[src/rtl/data_memory_arbiter.sv]
// Two-requester round-robin arbiter in front of a single-port data memory.
// Fixed latency: grant one cycle after the request is sampled, read data one cycle later.
module data_memory_arbiter #(
    parameter int DATA_W     = 32,
    parameter int ADDR_W     = 32,
    parameter int DEPTH_LOG2 = 4
) (
    input  logic              CLK,
    input  logic              RST,
    input  logic              REQ0,
    input  logic              REQ1,
    input  logic              WE0,
    input  logic              WE1,
    input  logic [ADDR_W-1:0] AD0,
    input  logic [ADDR_W-1:0] AD1,
    input  logic [DATA_W-1:0] WD0,
    input  logic [DATA_W-1:0] WD1,
    output logic              GNT0,
    output logic              GNT1,
    output logic              ERR0,
    output logic              ERR1,
    output logic              RV0,
    output logic              RV1,
    output logic [DATA_W-1:0] RD0,
    output logic [DATA_W-1:0] RD1,
    output logic              W_DM,
    output logic [ADDR_W-1:0] AD,
    output logic [DATA_W-1:0] WP,
    input  logic [DATA_W-1:0] PR
);

    typedef enum logic [1:0] {
        IDLE,
        ACCESS,
        RESP
    } state_t;

    state_t            state;
    state_t            state_nxt;
    logic              win;
    logic              last_win;
    logic              pick;
    logic              lat_we;
    logic [ADDR_W-1:0] lat_ad;
    logic [DATA_W-1:0] lat_wd;
    logic [DATA_W-1:0] rd0_q;
    logic [DATA_W-1:0] rd1_q;
    logic              in_range;

    // A tie goes to whoever was not served last; a lone requester always wins.
    assign pick     = (REQ0 && REQ1) ? ~last_win : REQ1;
    assign in_range = (lat_ad >> DEPTH_LOG2) == '0;

    assign AD = lat_ad;
    assign WP = lat_wd;

    always_ff @(posedge CLK) begin
        if (RST) begin
            state    <= IDLE;
            last_win <= 1'b1;
            win      <= 1'b0;
            lat_we   <= 1'b0;
            lat_ad   <= '0;
            lat_wd   <= '0;
            rd0_q    <= '0;
            rd1_q    <= '0;
        end else begin
            state <= state_nxt;
            if (state == IDLE && (REQ0 || REQ1)) begin
                win      <= pick;
                last_win <= pick;
                lat_we   <= pick ? WE1 : WE0;
                lat_ad   <= pick ? AD1 : AD0;
                lat_wd   <= pick ? WD1 : WD0;
            end
            if (state == RESP) begin
                if (win) rd1_q <= PR;
                else     rd0_q <= PR;
            end
        end
    end

    // RDx shows PR directly during its RV cycle and the captured copy afterwards.
    always_comb begin
        state_nxt = state;
        GNT0      = 1'b0;
        GNT1      = 1'b0;
        ERR0      = 1'b0;
        ERR1      = 1'b0;
        RV0       = 1'b0;
        RV1       = 1'b0;
        W_DM      = 1'b0;
        RD0       = rd0_q;
        RD1       = rd1_q;
        case (state)
            IDLE: begin
                if (REQ0 || REQ1) state_nxt = ACCESS;
            end
            ACCESS: begin
                GNT0      = ~win;
                GNT1      = win;
                ERR0      = ~win && !in_range;
                ERR1      = win && !in_range;
                W_DM      = lat_we && in_range;
                state_nxt = (lat_we || !in_range) ? IDLE : RESP;
            end
            RESP: begin
                RV0       = ~win;
                RV1       = win;
                if (win) RD1 = PR;
                else     RD0 = PR;
                state_nxt = IDLE;
            end
            default: state_nxt = IDLE;
        endcase
    end

endmodule
[config.mk]
export PLATFORM = sky130hd
export DESIGN_NAME = data_memory_arbiter
export DESIGN_NICKNAME = d
export VERILOG_FILES = /design/src/rtl/data_memory_arbiter.sv
export SDC_FILE = /design/constraint.sdc
export NUM_CORES = 1
export LEC_CHECK = 0
export BUFFER_PORTS_ARGS = -buffer_cell sky130_fd_sc_hd__buf_4
export CAP_MARGIN = 10
export CORE_ASPECT_RATIO = 1.2
export CORE_MARGIN = 4
export CORE_UTILIZATION = 41
export DETAILED_ROUTE_END_ITERATION = 12
export PLACE_DENSITY = 0.79
export SYNTH_ARGS = -nofsm -noshare
export SYNTH_HDL_FRONTEND = slang
export SYNTH_SLANG_ARGS = --single-unit
[constraint.sdc]
create_clock -name CLK -period 1.4 [get_ports CLK]
set_clock_uncertainty 0.05 [all_clocks]
set_input_delay 0.21 -clock CLK [delete_from_list [all_inputs] [get_ports CLK]]
set_output_delay 0.21 -clock CLK [all_outputs]
set_load 0.1 [all_outputs]
==> results of run 1 <==
## path summary, 6_finish.rpt
| path | from | depth (start not counted) | end | slack, ps |
|---|---|---|---|---|
| worst min register to register | WP[23] | 2 | WP[23] | 470 |
| worst min-delay path | WD1[27] | 3 | WP[27] | 20 |
| worst max register to register | state[1] | 9 | WP[31] | -510 |
| worst max-delay path | win | 5 | RD0[11] | -690 |
## routing by layer
layer / vias to the layer above / track usage [%] / part of all wire, %
met5: - / 0 / 0
met4: 0 / 16.00 / 8.5
met3: 220 / 8.512 / 9.5
met2: 650 / 51.84 / 50
met1: 3464 / 32.13 / 32
li1: 3038 / - / -
## metrics by stage
step / TNS (ps) / hold slack [ps]
finish: -76470 / 15.30
global route: -85800 / 6.723
CTS: -48590 / 0.1809
detailed placement: -25020 / 432.5
global placement: -22350 / 429.5
floorplan: -28230 / 309.4
## synthesized netlist by cell type (all sizes together)
master and n:
mux2 64, nor3b 1, a21bo 2, nor3 2, or2 1, a311oi 65, nand4 1, buf 26
nor4 7, inv 1, nor2b 39, o21a 2, a21oi 66, a21boi 1, nand3b 1, and2b 29
a221o 1, nor2 2, nand3 1, dfxtp 133, nand2 134, and2 2, clkbuf 30
## layout make-up
cell class | instances | area (um^2) | share of cell area (%)
well taps | 171 | 214.0 | 1.720
inverters | 1 | 7.507 | 0.06037
multi-input cells | 421 | 3611 | 29.04
diodes | 1 | 2.502 | 0.02012
clock inverters | 7 | 42.54 | 0.3421
flip-flops and latches | 133 | 2765 | 22.24
clock buffers | 24 | 513.0 | 4.125
repair buffers | 467 | 5280 | 42.46
## cells by family after synthesis
group / count (synthesis)
AND/OR/NAND/NOR: 220
AO/OA/AOI/OAI: 137
flip-flops: 133
multiplexers: 64
buffers and inverters: 57
## power breakdown
group	leakage (uW)	internal (uW)	switching, uW
clock network	0.000274	2540	1790
registers	0.00111	3990	202
logic	0.00421	1540	2610
total	0.00559	8080	4600
## flip-flops by register name, indices dropped and copies added, names as in the netlist
signal	count
state	2
win	1
WP	32
AD	32
lat_we	1
last_win	1
rd0_q	32
rd1_q	32
## worst max-delay path: stages (launching register included)
cell     delay, ps
dfxtp_4        360
nor3b_4        210
buf_6          150
buf_12         150
mux2_4         340
buf_6          190
## what timing repair did
item	in CTS	in global routing
gates cloned	3	16
resized for setup	189	209
hold buffers	52	0
pin swaps	27	35
buffers inserted	9	23
hold endpoints to repair	36	0
setup endpoints to repair	218	212
==> impl_results.md, run 1 <==
* Status: finished, violations left
* Violated checks: setup timing
* Worst hold path type: input pin to flip-flop
* Unrepaired setup endpoints after global routing: yes
* Adder-cell share of the synthesized area at 0%
* DR iter-0 viols at 748
* Vias per cell at 6.018
* Worst setup margin at -693.0 ps
* Post-DP HPWL at 14.43 mm
* Die Y at 138.7 um
* Minimum clock period at 2093 ps
* Leak pwr at 0.005586 uW
* Clock transition at path regs at 60 ps
* CP required at 1140 ps
* Clk root buf: clkbuf_16
* Post-synthesis simple-gate area fraction at 18.66%
* Wirelength per Cell at 27.28 um
* Crit path capture type: output port
* Core Footprint at 13880 um^2
* Buffers added on ports at 300
* DR vias at around 7400
* First-pass GRT wire length at 37.46 mm
* Most frequent cells in the layout: 256 x buf_4, 133 x nand2_1, 101 x dfxtp_1
* # nets final at 1207
* Top cell type's share of synthesized area at 45.65%
* Syn Std Cell Area at 5833 um^2
* Worst Tran Pin Value at 667.6 ps
* Pwr dens at roughly 1000 nW/um^2
* ANT nets after route at 0
* First-pass DRT Iterations at 6
* Yosys top cell by area: dfxtp_1
* Final instance area at 12440 um^2
* Die W at 116.9 um
* Fin. Hold Viols at 0
* Max-slew violation count at 0
* Share of cells above drive strength 1 at 59.54%
* Tot GR Track Use at 29.90%
* GPL Wtd Cong at roughly 0.8
* Placed Area at 8900 um^2
* Final wirelength at 33.42 mm
* # DRC at 0
* TritonCTS Sinks at 133
* Overall power at 12680 uW
* Crit path DAT at 1830 ps
* Rows at 47
* Clk_lat worst skew at 430 ps
* Largest family of logic cells by synthesized area: simple AND/OR/NAND/NOR gates
* Most area-consuming cells after synthesis: dfxtp_1 46%, a311oi_1 9.8%, nand2_1 8.6%
* Peak supply drop at between 0.8 and 0.9 mV
* Multiplexer area fraction after synthesis at 14.22%
* Final non-filler cell total at 1225
* Fmax at about 480 MHz
* Synth Instances at 611
* Dpl cells at 1091
* CTS buffer count at 17
* Largest net degree at the start of global routing at 41
* Commonest non-fill, non-tap cell in the layout: buf_4
* Final core utilization at 89.61%
* H-tree levels at 4
* Syn Area/Cell at approximately 9.5 um^2
* Setup crit start kind: flip-flop
* Tcrit/Tclk final at 149.5%
* Vias in the first global route at 6861
* Clock buffer depth at 2
* Worst Path Max Fanout at 9
* Number of synthesized register bits at 133
* Sequential area share after synthesis at 45.65%
* Fillers at 530
* Synth Net Count at 777
* Initial Util at 42.03%
* I/O pin total at 301
* Relative slew slack at approximately 55%
* Synth Area in XOR/XNOR at 0%
* # Max-Cap Violations at 0
* CTS tree: built
* Total gr overflow at 0
* Worst slack, placed at -308.4 ps
* Final setup vio count at 207
* Synth-to-Final Area Change at 113.2%
* Initial antenna violation count at 1
* Netlist cell types at 29
* Die area at approximately 16000 um^2
* Post-synthesis compound-gate area fraction at 16.32%
* Crit Path Class: flip-flop to output port
* YS warnings at 0
Power figures use the tool's default switching activity.
==> inputs of run 2 (changes only) <==
- HOLD_SLACK_MARGIN: not set -> 0.12
==> impl_results.md, run 2 (synthesis gave the netlist of run 1 again) <==
* Reg2reg path depth at 8 (-1)
* Die Y at 138.7 um (unchanged)
* DR vias at 8474 (+15%)
* Fin. Hold Viols at 0 (unchanged)
* Fmax at 464.8 MHz (-2.7%)
* Initial Util at 42.03% (unchanged)
* Worst setup margin at -751.3 ps (-58.32 ps)
* Leak pwr at 0.005897 uW (+5.6%)
* H-tree levels at 4 (unchanged)
* Unrepaired setup endpoints after global routing: yes
* CTS buffer count at 17 (unchanged)
* Pwr dens at 995.6 nW/um^2 (-2.4%)
* DR iter-0 viols at 987 (+32%)
* Total gr overflow at 0 (unchanged)
* Worst Tran Pin Value at 569.3 ps (-98.21 ps)
* Final Hold Slack at 123.6 ps (+108.3 ps)
* Relative slew slack at 62.04% (+6.5 points)
* Worst hold path type: input pin to flip-flop
* Core Footprint at 13880 um^2 (unchanged)
* Clock transition at path regs at 70 ps (about the same)
* # nets final at 1282 (+6.2%)
* Setup crit start kind: flip-flop
* CP Launch Point: AD[18]
* Clk root buf: clkbuf_16
* Crit. path cell count at 5 (unchanged)
* Grt met1 use at 36.49% (+4.4 points)
* Post-DP HPWL at 14.43 mm (unchanged)
* # DRC at 0 (unchanged)
* Tcrit/Tclk final at 153.7% (+4.2 points)
* Final core utilization at 95.47% (+5.9 points)
* I/O pin total at 301 (unchanged)
* Share of cells above drive strength 1 at 55.05% (-4.5 points)
* Placed Area at 8900 um^2 (unchanged)
* Buffers and inverters on the worst path at 2 (-1)
* M2 GR Usage at 60.80% (+9.0 points)
* CP Cell Sequence: nor4_4 > nand3_2 > buf_6 > nor3_4 > buf_12
* Rows at 47 (unchanged)
* Vias per cell at 6.508 (+8.2%)
* Most frequent cells in the layout: 254 x buf_4, 133 x nand2_1, 130 x dlygate4sd3_1
* Max-slew violation count at 0 (unchanged)
* CTS Hold Bufs at 130 (+150%)
* Cell family with most CP delay: simple AND/OR/NAND/NOR gates
* Final wirelength at 40.85 mm (+22%)
* Die area at 16210 um^2 (unchanged)
* Largest net degree at the start of global routing at 41 (unchanged)
* Synth-to-Final Area Change at 127.1%
* Setup TNS at -80490 ps (-4016 ps)
* Buffers added on ports at 300 (unchanged)
* Clk_lat worst skew at 440 ps (about the same)
* Wirelength per Cell at 31.38 um (+15%)
* Violated checks: setup timing
* Worst Path Max Fanout at 4 (-5)
* Overall power at 13190 uW (+4.0%)
* First-pass GRT wire length at 44.47 mm (+19%)
* Clock buffer depth at 2 (unchanged)
* ANT nets after route at 0 (unchanged)
* GRT Max-Usage Layer: met2
* CTS tree: built
* Crit Path Class: flip-flop to output port
* Final setup vio count at 223 (+7.7%)
* Crit path DAT at 1890 ps (+60 ps)
* # Max-Cap Violations at 0 (unchanged)
* Tot GR Track Use at 35.95% (+6.1 points)
* GPL Wtd Cong at 0.8181 (unchanged)
* First-pass DRT Iterations at 8 (+2)
* FF-to-FF setup slack at -460 ps (+50 ps)
* Minimum clock period at 2151 ps (+58.32 ps)
* Worst R2R Start: state[1]
* Final instance area at 13250 um^2 (+6.5%)
* Commonest non-fill, non-tap cell in the layout: buf_4
* RR Endpoint: WP[12]
* TritonCTS Sinks at 133 (unchanged)
* CP required at 1140 ps (about the same)
* Met3 usage at 11.39% (+2.9 points)
* CP max stage cell: dfxtp_4
* Peak supply drop at 1.170 mV (+31%)
* Vias in the first global route at 7953 (+16%)
* Crit-path max cell delay at 380 ps (+20 ps)
* Die W at 116.9 um (unchanged)
* Worst setup endpoint: W_DM
* Initial antenna violation count at 5 (+4)
* Crit path capture type: output port
* Status: finished, violations left
-- run 2: cell types whose count changed in the layout (fill, tap and decap cells not counted), sizes merged --
cell         before  now
clkbuf           37   34
diode             1    3
dlygate4sd3      52  130
and2              2    3
buf             402  401
-- run 2: cell type report --
cell class	instances	area [um^2]
fill	297	629.4
multi-input combinational	422	3682
tap	171	214.0
antenna	3	7.507
inverter	1	7.507
clock inverter	7	42.54
timing repair buffer	541	6017
sequential	133	2765
clock buffer	24	513.0
-- run 2: metrics by stage --
| stage | instances | worst slack, ps |
|---|---|---|
| global route | 1301 | -872.8 |
| detailed placement | 1091 | -308.4 |
| finish | 1302 | -751.3 |
| floorplan | 611 | -632.9 |
| CTS | 1264 | -678.2 |
| global placement | 1091 | -270.9 |
-- run 2: power breakdown --
| group | internal, uW | total (uW) | switching (uW) | leakage, uW |
|---|---|---|---|---|
| sequential | 3990 | 4240 | 247 | 0.00111 |
| clock | 2540 | 4400 | 1860 | 0.000274 |
| combinational | 1690 | 4550 | 2860 | 0.00452 |
| total | 8230 | 13200 | 4960 | 0.00590 |
-- run 2: how the worst min path moves through the flow --
stage / from / endpoint / slack (ps) / cells after the start
2_1_floorplan: AD1[4] / AD[4] / 310 / 2
3_3_place_gp: AD1[16] / AD[16] / 430 / 3
3_5_place_dp: AD1[6] / AD[6] / 430 / 3
4_1_cts: PR[5] / rd0_q[5] / 90 / 3
5_1_grt: PR[4] / rd0_q[4] / 130 / 3
6_report: PR[4] / rd0_q[4] / 120 / 3
-- run 2: timing repair --
item,4_1_cts,5_1_grt
cloned,3,14
setup buffers,9,24
pin swaps,27,26
endpoints found under the setup margin,218,223
hold endpoints to repair,98,1
resized for setup,189,220
-- run 2: metal layers --
layer  vias up  share of wire (%)
met4         2                 12
met3       398                 13
met1      3881                 29
met2      1009                 45
li1       3184                  -
met5         -              0.034
-- run 2: worst min-delay path, stage by stage --
cell	delay, ps
buf_4	90
mux2_4	160
and2b_1	120
